## src/rtl/rsm_controller.sv

```systemverilog
// rsm_controller: instruction register, decoder and step sequencer driving the Simple RISC Machine datapath
module rsm_controller #(
  parameter int DATA_W = 16
) (
  input  logic              clk,
  input  logic              reset_n,
  input  logic              s,
  input  logic              load,
  input  logic [DATA_W-1:0] in,
  output logic              w,
  output logic [2:0]        readnum,
  output logic [2:0]        writenum,
  output logic              write,
  output logic              vsel,
  output logic              loada,
  output logic              loadb,
  output logic              asel,
  output logic              bsel,
  output logic [1:0]        shift,
  output logic [1:0]        ALUop,
  output logic              loadc,
  output logic              loads,
  output logic [DATA_W-1:0] datapath_in
);
  typedef enum logic [2:0] {WAIT, DECODE, WRITE_IMM, GET_A, GET_B, EXEC, WRITE_REG} state_t;
  state_t state, next;
  logic [DATA_W-1:0] ir;
  logic [2:0] opcode, rn, rd, rm;
  logic [1:0] op, sh;
  logic is_movi, is_movr, is_alu, is_mvn, is_cmp;
  assign opcode = ir[15:13];
  assign op = ir[12:11];
  assign rn = ir[10:8];
  assign rd = ir[7:5];
  assign sh = ir[4:3];
  assign rm = ir[2:0];
  assign is_movi = opcode == 3'b110 && op == 2'b10;
  assign is_movr = opcode == 3'b110 && op == 2'b00;
  assign is_alu = opcode == 3'b101;
  assign is_mvn = is_alu && op == 2'b11;
  assign is_cmp = is_alu && op == 2'b01;
  assign datapath_in = {{(DATA_W-8){ir[7]}}, ir[7:0]};
  assign bsel = 1'b0;
  // IR only accepts a new word while idle, so a running instruction keeps its operands
  always_ff @(posedge clk) begin
    if (!reset_n) begin
      state <= WAIT;
      ir <= '0;
    end else begin
      state <= next;
      if (state == WAIT && load) ir <= in;
    end
  end
  always_comb begin
    next = state;
    w = 1'b0;
    readnum = 3'd0;
    writenum = 3'd0;
    write = 1'b0;
    vsel = 1'b0;
    loada = 1'b0;
    loadb = 1'b0;
    asel = 1'b0;
    shift = 2'b00;
    ALUop = 2'b00;
    loadc = 1'b0;
    loads = 1'b0;
    case (state)
      WAIT: begin
        w = 1'b1;
        next = s ? DECODE : WAIT;
      end
      DECODE: next = is_movi ? WRITE_IMM : (is_movr || is_mvn) ? GET_B : is_alu ? GET_A : WAIT;
      WRITE_IMM: begin
        writenum = rn;
        vsel = 1'b1;
        write = 1'b1;
        next = WAIT;
      end
      GET_A: begin
        readnum = rn;
        loada = 1'b1;
        next = GET_B;
      end
      GET_B: begin
        readnum = rm;
        loadb = 1'b1;
        next = EXEC;
      end
      // register MOV is computed as 0 + shifted Rm
      EXEC: begin
        shift = sh;
        loadc = 1'b1;
        asel = is_movr;
        ALUop = is_movr ? 2'b00 : op;
        loads = is_cmp;
        next = is_cmp ? WAIT : WRITE_REG;
      end
      WRITE_REG: begin
        writenum = rd;
        write = 1'b1;
        next = WAIT;
      end
      default: next = WAIT;
    endcase
  end
endmodule

```

## config.mk

```make
export PLATFORM = sky130hd
export DESIGN_NAME = rsm_controller
export DESIGN_NICKNAME = d
export VERILOG_FILES = /design/src/rtl/rsm_controller.sv
export SDC_FILE = /design/constraint.sdc
export NUM_CORES = 1
export LEC_CHECK = 0
export ABC_AREA = 1
export BUFFER_PORTS_ARGS = -buffer_cell sky130_fd_sc_hd__buf_4
export CELL_PAD_IN_SITES_DETAIL_PLACEMENT = 1
export CELL_PAD_IN_SITES_GLOBAL_PLACEMENT = 2
export CORE_MARGIN = 1
export CORE_UTILIZATION = 25
export CTS_BUF_LIST = sky130_fd_sc_hd__clkbuf_4
export DETAILED_ROUTE_END_ITERATION = 8
export PLACE_DENSITY_LB_ADDON = 0.1
export SKIP_CTS_REPAIR_TIMING = 1
export SYNTH_ARGS = -nofsm -noshare
export SYNTH_HDL_FRONTEND = slang
export SYNTH_SLANG_ARGS = --single-unit
export TNS_END_PERCENT = 100
```

## constraint.sdc

```tcl
create_clock -name clk -period 1.3 [get_ports clk]
set_input_delay 0.13 -clock clk [delete_from_list [all_inputs] [get_ports clk]]
set_output_delay 0.13 -clock clk [all_outputs]
set_load 0.01 [all_outputs]
```

==> impl_metrics.env, run 1 <==
export IMPL_synth_cell_types=21
export IMPL_worstSkewPairLatency_ns=0.32
export IMPL_worst_slew_pin_slew_ns=0.713
export IMPL_antennaDiodeCount=0
export IMPL_period_minus_slack_ns=1.41
export IMPL_drive_gt1_share_pct=62.1
export IMPL_path_class="reg2out"
export IMPL_core_region_area_um2=4470
export IMPL_gp_congestion=0.693
export IMPL_wl_um=3380
export IMPL_dp_hpwl_um=2620
export IMPL_grt_usage_pct=13.7
export IMPL_setup_slack_ns=-0.114
export IMPL_ys_ff_latch=19
export IMPL_max_cap_violations=0
export IMPL_h_tree_depth=1
export IMPL_worstPathArrival_ns=1.28
export IMPL_cts_path_max_buffers=2
export IMPL_min_period_over_period_pct=109
export IMPL_fp_dieH_um=71.1
export IMPL_synthAdderAreaFrac_pct=0
export IMPL_overflow=0
export IMPL_syn_nets=183
export IMPL_drt_iter0_drc=45
export IMPL_synthMuxAreaShare_pct=0
export IMPL_syn_instance_count=163
export IMPL_final_antenna_net_count=0
export IMPL_avgSynthCellArea_um2=7.32
export IMPL_grt_pass1_wl_um=5350
export IMPL_yosys_warnings=0
export IMPL_synth_compound_area_share_pct=12.9
export IMPL_grt_max_degree=20
export IMPL_first_pass_iters=5
export IMPL_leakage_nw=0.799
export IMPL_max_freq_mhz=707
export IMPL_final_cell_mix="buf_4, nand2_1, nand3_2, nor2_1, dfxtp_1"
export IMPL_crit_chain="inv_4 -> nor2_4 -> buf_6 -> nand3_2 -> o21ai_2 -> buf_4"
export IMPL_maxSlewViolCount=0
export IMPL_drc_errors=0
export IMPL_status="finished with violations"
export IMPL_grt_pass1_vias=1133
export IMPL_areaGrowthSynthToFinish_pct=49.3
export IMPL_fin_worst_skew_ns=0.00542
export IMPL_grt_setup_unrepaired="true"
export IMPL_synth_top_family_by_area="simple AND/OR/NAND/NOR gates"
export IMPL_dieArea_um2=5060
export IMPL_power_total_w=0.00128
export IMPL_viasPerCell=4.50
export IMPL_ir_worst_vdd_mv=0.277
export IMPL_hold_viol=0
export IMPL_synth_simple_area_share_pct=33.3
export IMPL_path_clk_slew_ns=0.11
export IMPL_maxSlewHeadroom_pct=52.2
export IMPL_cts_buffers=3
export IMPL_route_detailed_wl_per_inst_um=12.7
export IMPL_path_delay_family="flip-flops"
export IMPL_nets=235
export IMPL_layout_commonest_cell="buf_4"
export IMPL_numClockSinks=19
export IMPL_worst_path_largest_cell_delay_ns=0.42
export IMPL_io_pin_count=55
export IMPL_crit_path_start_kind="flop"
export IMPL_setup_viol=15
export IMPL_row_count=24
export IMPL_antenna_found_initial=0
export IMPL_synth_xor_area_share_pct=0
export IMPL_fin_hold_ws_ns=0.0617
export IMPL_final_cells=266
export IMPL_clock_root_buffer="clkbuf_4"
export IMPL_io_buffers=53
export IMPL_endpoint_kind="primary output"
export IMPL_finish_utilization_pct=39.8
export IMPL_cts_tree="done"
export IMPL_die_w_um=71.1
export IMPL_synth_seq_area_share_pct=31.9
export IMPL_vias=1196
export IMPL_dp_cells=251
export IMPL_p_per_area_nw_per_um2=721
export IMPL_slowest_stage="dfxtp_4"
export IMPL_initial_core_util_pct=26.7
export IMPL_crit_buf_inv=3
export IMPL_hold_path_class="in2reg"
export IMPL_cp_max_fo=4
export IMPL_crit_required_ns=1.17
export IMPL_failed_checks="negative setup slack"
export IMPL_netlist_area_um2=1190
-- cell usage after synthesis --
cell type / n / area, um^2
buf_12: 1 / 20.0
nand2_1: 33 / 124
inv_2: 2 / 7.51
nor2_8: 1 / 20.0
nand3_1: 13 / 65.1
conb_1: 1 / 3.75
inv_1: 14 / 52.6
o21ai_0: 6 / 30.0
nor2_1: 20 / 75.1
dfxtp_1: 19 / 380
buf_2: 2 / 10.0
nand2_2: 1 / 6.26
nor2_2: 1 / 6.26
nand3_2: 9 / 90.1
clkinv_1: 1 / 3.75
clkbuf_8: 1 / 13.8
buf_6: 2 / 22.5
nand2_4: 1 / 11.3
buf_4: 17 / 128
a21oi_2: 9 / 78.8
a21oi_1: 9 / 45.0
-- metrics by stage --
step	setup WS (ns)	setup TNS, ns	area [um^2]
finish	-0.114	-1.16	1780
global route	-0.183	-2.77	1780
CTS	-0.290	-3.70	1540
detailed placement	0.0691	0	1510
global placement	0.0710	0	1510
floorplan	0.0289	0	1190
-- per-layer routing --
| layer | track usage [%] | wire length [um] |
|---|---|---|
| met1 | 16.7 | 1480 |
| met2 | 23.8 | 1700 |
| met3 | 2.56 | 151 |
| met4 | 5.33 | 52 |
| met5 | 0 | 0 |
-- worst paths after layout --
kind / startpoint / endpoint / slack, ns / cells after the start
max reg2reg: state[1] / ir[8] / 0.02 / 7
min reg2reg: ir[8] / ir[8] / 0.47 / 2
max: state[1] / writenum[0] / -0.11 / 6
min: in[13] / ir[13] / 0.06 / 3
-- power breakdown --
part           switching [W]  internal (W)
clock network       0.000209      0.000115
logic               0.000156      0.000158
registers          0.0000334      0.000612
total               0.000399      0.000885
-- sequential cells by signal, summed over array words and instances, names as in the netlist --
signal  count
ir         16
state       3
-- worst reg2reg max path, stage by stage, from the launching register on --
cell	delay (ns)
dfxtp_4	0.39
nor2_4	0.13
inv_2	0.07
nor2_8	0.14
buf_6	0.13
buf_6	0.12
nand3_1	0.08
a21oi_1	0.15
-- cell families (layout without fill, tap and decap cells) --
kind of cell           count (synthesis)  after routing
AND/OR/NAND/NOR                       79             79
flip-flops                            19             19
AO/OA/AOI/OAI                         24             24
buffers and inverters                 40             91
other                                  1              1
-- area by class of cell --
cell class / instances / area (um^2)
well taps: 52 / 65.1
clock buffers: 3 / 22.5
flip-flops and latches: 19 / 397
multi-input cells: 104 / 674
repair buffers: 70 / 552
clock inverters: 1 / 5.00
inverters: 17 / 66.3
fillers: 551 / 2690
Note: power is estimated with default switching activity, not from simulation.
==> inputs of run 2 (changes only) <==
--- a/config.mk
+++ b/config.mk
@@ -11,7 +11,7 @@
 export CELL_PAD_IN_SITES_GLOBAL_PLACEMENT = 2
 export CORE_MARGIN = 1
 export CORE_UTILIZATION = 25
-export CTS_BUF_LIST = sky130_fd_sc_hd__clkbuf_4
+export CTS_BUF_LIST = sky130_fd_sc_hd__clkbuf_8
 export DETAILED_ROUTE_END_ITERATION = 8
 export PLACE_DENSITY_LB_ADDON = 0.1
 export SKIP_CTS_REPAIR_TIMING = 1
==> run 2 against run 1 <==
The run still ends with negative setup slack left. Worst hold slack better by 0.060 ns. Clock skew rose by 0.00052 ns. Routed wire length decreased by 0.30%. Combinational power is essentially flat. Highest routed layer unchanged. Cell count shrank 0.75%. Non-clock buffer count shrank 2. Sequential share of layout area rose by 0.42 points. Global-route usage did not move. Clock power up 34%. Sequential power about the same.
==> impl_metrics.env, run 2 (same netlist as run 1, synthesis figures left out) <==
export IMPL_fin_worst_skew_ns=0.00594
export IMPL_core_region_area_um2=4470
export IMPL_largestRegisters="ir (16), state (3)"
export IMPL_final_cells=264
export IMPL_areaGrowthSynthToFinish_pct=45.6
export IMPL_crit_required_ns=1.17
export IMPL_worstPathArrival_ns=1.21
export IMPL_ir_worst_vdd_mv=0.308
export IMPL_r2r_cells=7
export IMPL_min_period_over_period_pct=103
export IMPL_hold_path_class="in2reg"
export IMPL_slowest_stage="dfxtp_4"
export IMPL_endpoint_kind="primary output"
export IMPL_setup_viol=7
export IMPL_layout_commonest_cell="buf_4"
export IMPL_critPathLaunch="state[1]"
export IMPL_setup_slack_ns=-0.0385
export IMPL_drc_errors=0
export IMPL_row_count=24
export IMPL_largest_reg_flops=16
export IMPL_p_per_area_nw_per_um2=799
export IMPL_first_pass_iters=6
export IMPL_design_area_um2=1740
export IMPL_min_path_cells=3
export IMPL_h_tree_depth=1
export IMPL_viasPerCell=4.46
export IMPL_grt_pass1_vias=1133
export IMPL_io_buffers=53
export IMPL_crit_path_end="writenum[0]"
export IMPL_initial_core_util_pct=26.7
export IMPL_path_class="reg2out"
export IMPL_vias=1178
export IMPL_wl_met3_um=152
export IMPL_wl_um=3370
export IMPL_reg2reg_to="ir[8]"
export IMPL_grt_pass1_wl_um=5350
export IMPL_status="finished with violations"
export IMPL_grt_max_degree=20
export IMPL_max_flop_register="ir"
export IMPL_hold_viol=0
export IMPL_dieArea_um2=5060
export IMPL_cts_path_max_buffers=2
export IMPL_worstSkewPairLatency_ns=0.27
export IMPL_placed_area_um2=1510
export IMPL_numClockSinks=19
export IMPL_cts_buffers=3
export IMPL_nets=233
export IMPL_power_total_w=0.00139
export IMPL_maxSlewViolCount=0
export IMPL_grt_usage_pct=13.7
export IMPL_clock_root_buffer="clkbuf_8"
export IMPL_gp_congestion=0.693
export IMPL_die_w_um=71.1
export IMPL_path_clk_slew_ns=0.07
export IMPL_cp_max_fo=4
export IMPL_worst_slew_pin_slew_ns=0.705
export IMPL_io_pin_count=55
export IMPL_final_antenna_net_count=0
export IMPL_antennaDiodeCount=0
export IMPL_drive_gt1_share_pct=57.5
export IMPL_fp_dieH_um=71.1
export IMPL_wl_met1_um=1480
export IMPL_antenna_found_initial=0
export IMPL_cts_tree="done"
export IMPL_crit_chain="inv_4 -> nor2_4 -> buf_6 -> nand3_2 -> o21ai_2 -> buf_4"
export IMPL_dp_hpwl_um=2620
export IMPL_period_minus_slack_ns=1.34
export IMPL_max_freq_mhz=747
export IMPL_route_detailed_wl_per_inst_um=12.8
export IMPL_final_cell_mix="buf_4, nand2_1, nor2_1"
export IMPL_max_cap_violations=0
export IMPL_grt_setup_unrepaired="true"
export IMPL_failed_checks="negative setup slack"
export IMPL_maxSlewHeadroom_pct=52.7
export IMPL_dp_cells=251
export IMPL_reg2reg_slack_ns=0.03
export IMPL_drt_iter0_drc=36
export IMPL_leakage_nw=0.795
export IMPL_route_met2_wl_um=1690
export IMPL_overflow=0
export IMPL_worst_path_largest_cell_delay_ns=0.39
export IMPL_crit_path_start_kind="flop"
export IMPL_highest_layer="met4"
export IMPL_reg2reg_from="state[1]"
export IMPL_finish_utilization_pct=38.8
-- run 2: changes by cell type in the layout (fill, tap and decap cells not counted) --
cell      before  now
dfxtp_2        4    5
nand2_2        9    6
clkbuf_4       3    0
nor2_1        12   18
nand2_1       25   28
nand3_4        2    0
clkbuf_8       0    3
nor2_2         6    0
buf_6          5    3
dfxtp_4        3    2
nand3_2       12   14
-- run 2: worst min-delay path by stage --
stage | from | slack [ns] | endpoint
2_1_floorplan | in[0] | 0.28 | ir[0]
3_3_place_gp | in[4] | 0.40 | ir[4]
3_5_place_dp | in[13] | 0.41 | ir[13]
4_1_cts | in[0] | 0.12 | ir[0]
5_1_grt | in[0] | 0.12 | ir[0]
6_report | in[13] | 0.12 | ir[13]
-- run 2: layout make-up --
type                    instances  area, um^2
flip-flops and latches         19         394
multi-input cells             104         637
clock buffers                   3        41.3
fillers                       551        2740
repair buffers                 68         529
well taps                      52        65.1
clock inverters                 1        5.00
inverters                      17        66.3
-- run 2: metrics by stage --
stage | hold WS, ns | setup TNS, ns | setup slack [ns]
after floorplan | 0.279 | 0 | 0.0289
after global placement | 0.405 | 0 | 0.0710
after detailed placement | 0.409 | 0 | 0.0691
after CTS | 0.122 | -2.51 | -0.220
after global routing | 0.123 | -1.20 | -0.102
final | 0.121 | -0.170 | -0.0385
-- run 2: layer usage --
metal	global-route usage (%)	vias up
li1	-	595
met5	0	-
met4	5.33	0
met1	16.7	544
met3	2.56	5
met2	23.8	34
-- run 2: critical path, delay by kind of cell, from the launching register on --
family,cells,cell delay [ns]
buf+inv,3,0.31
compound gates,1,0.06
simple gates,2,0.18
flops,1,0.39
-- run 2: power by group --
group,total [W],switching (W),internal (W)
Clock,0.000433,0.000219,0.000214
Sequential,0.000645,0.0000314,0.000614
Combinational,0.000311,0.000154,0.000157
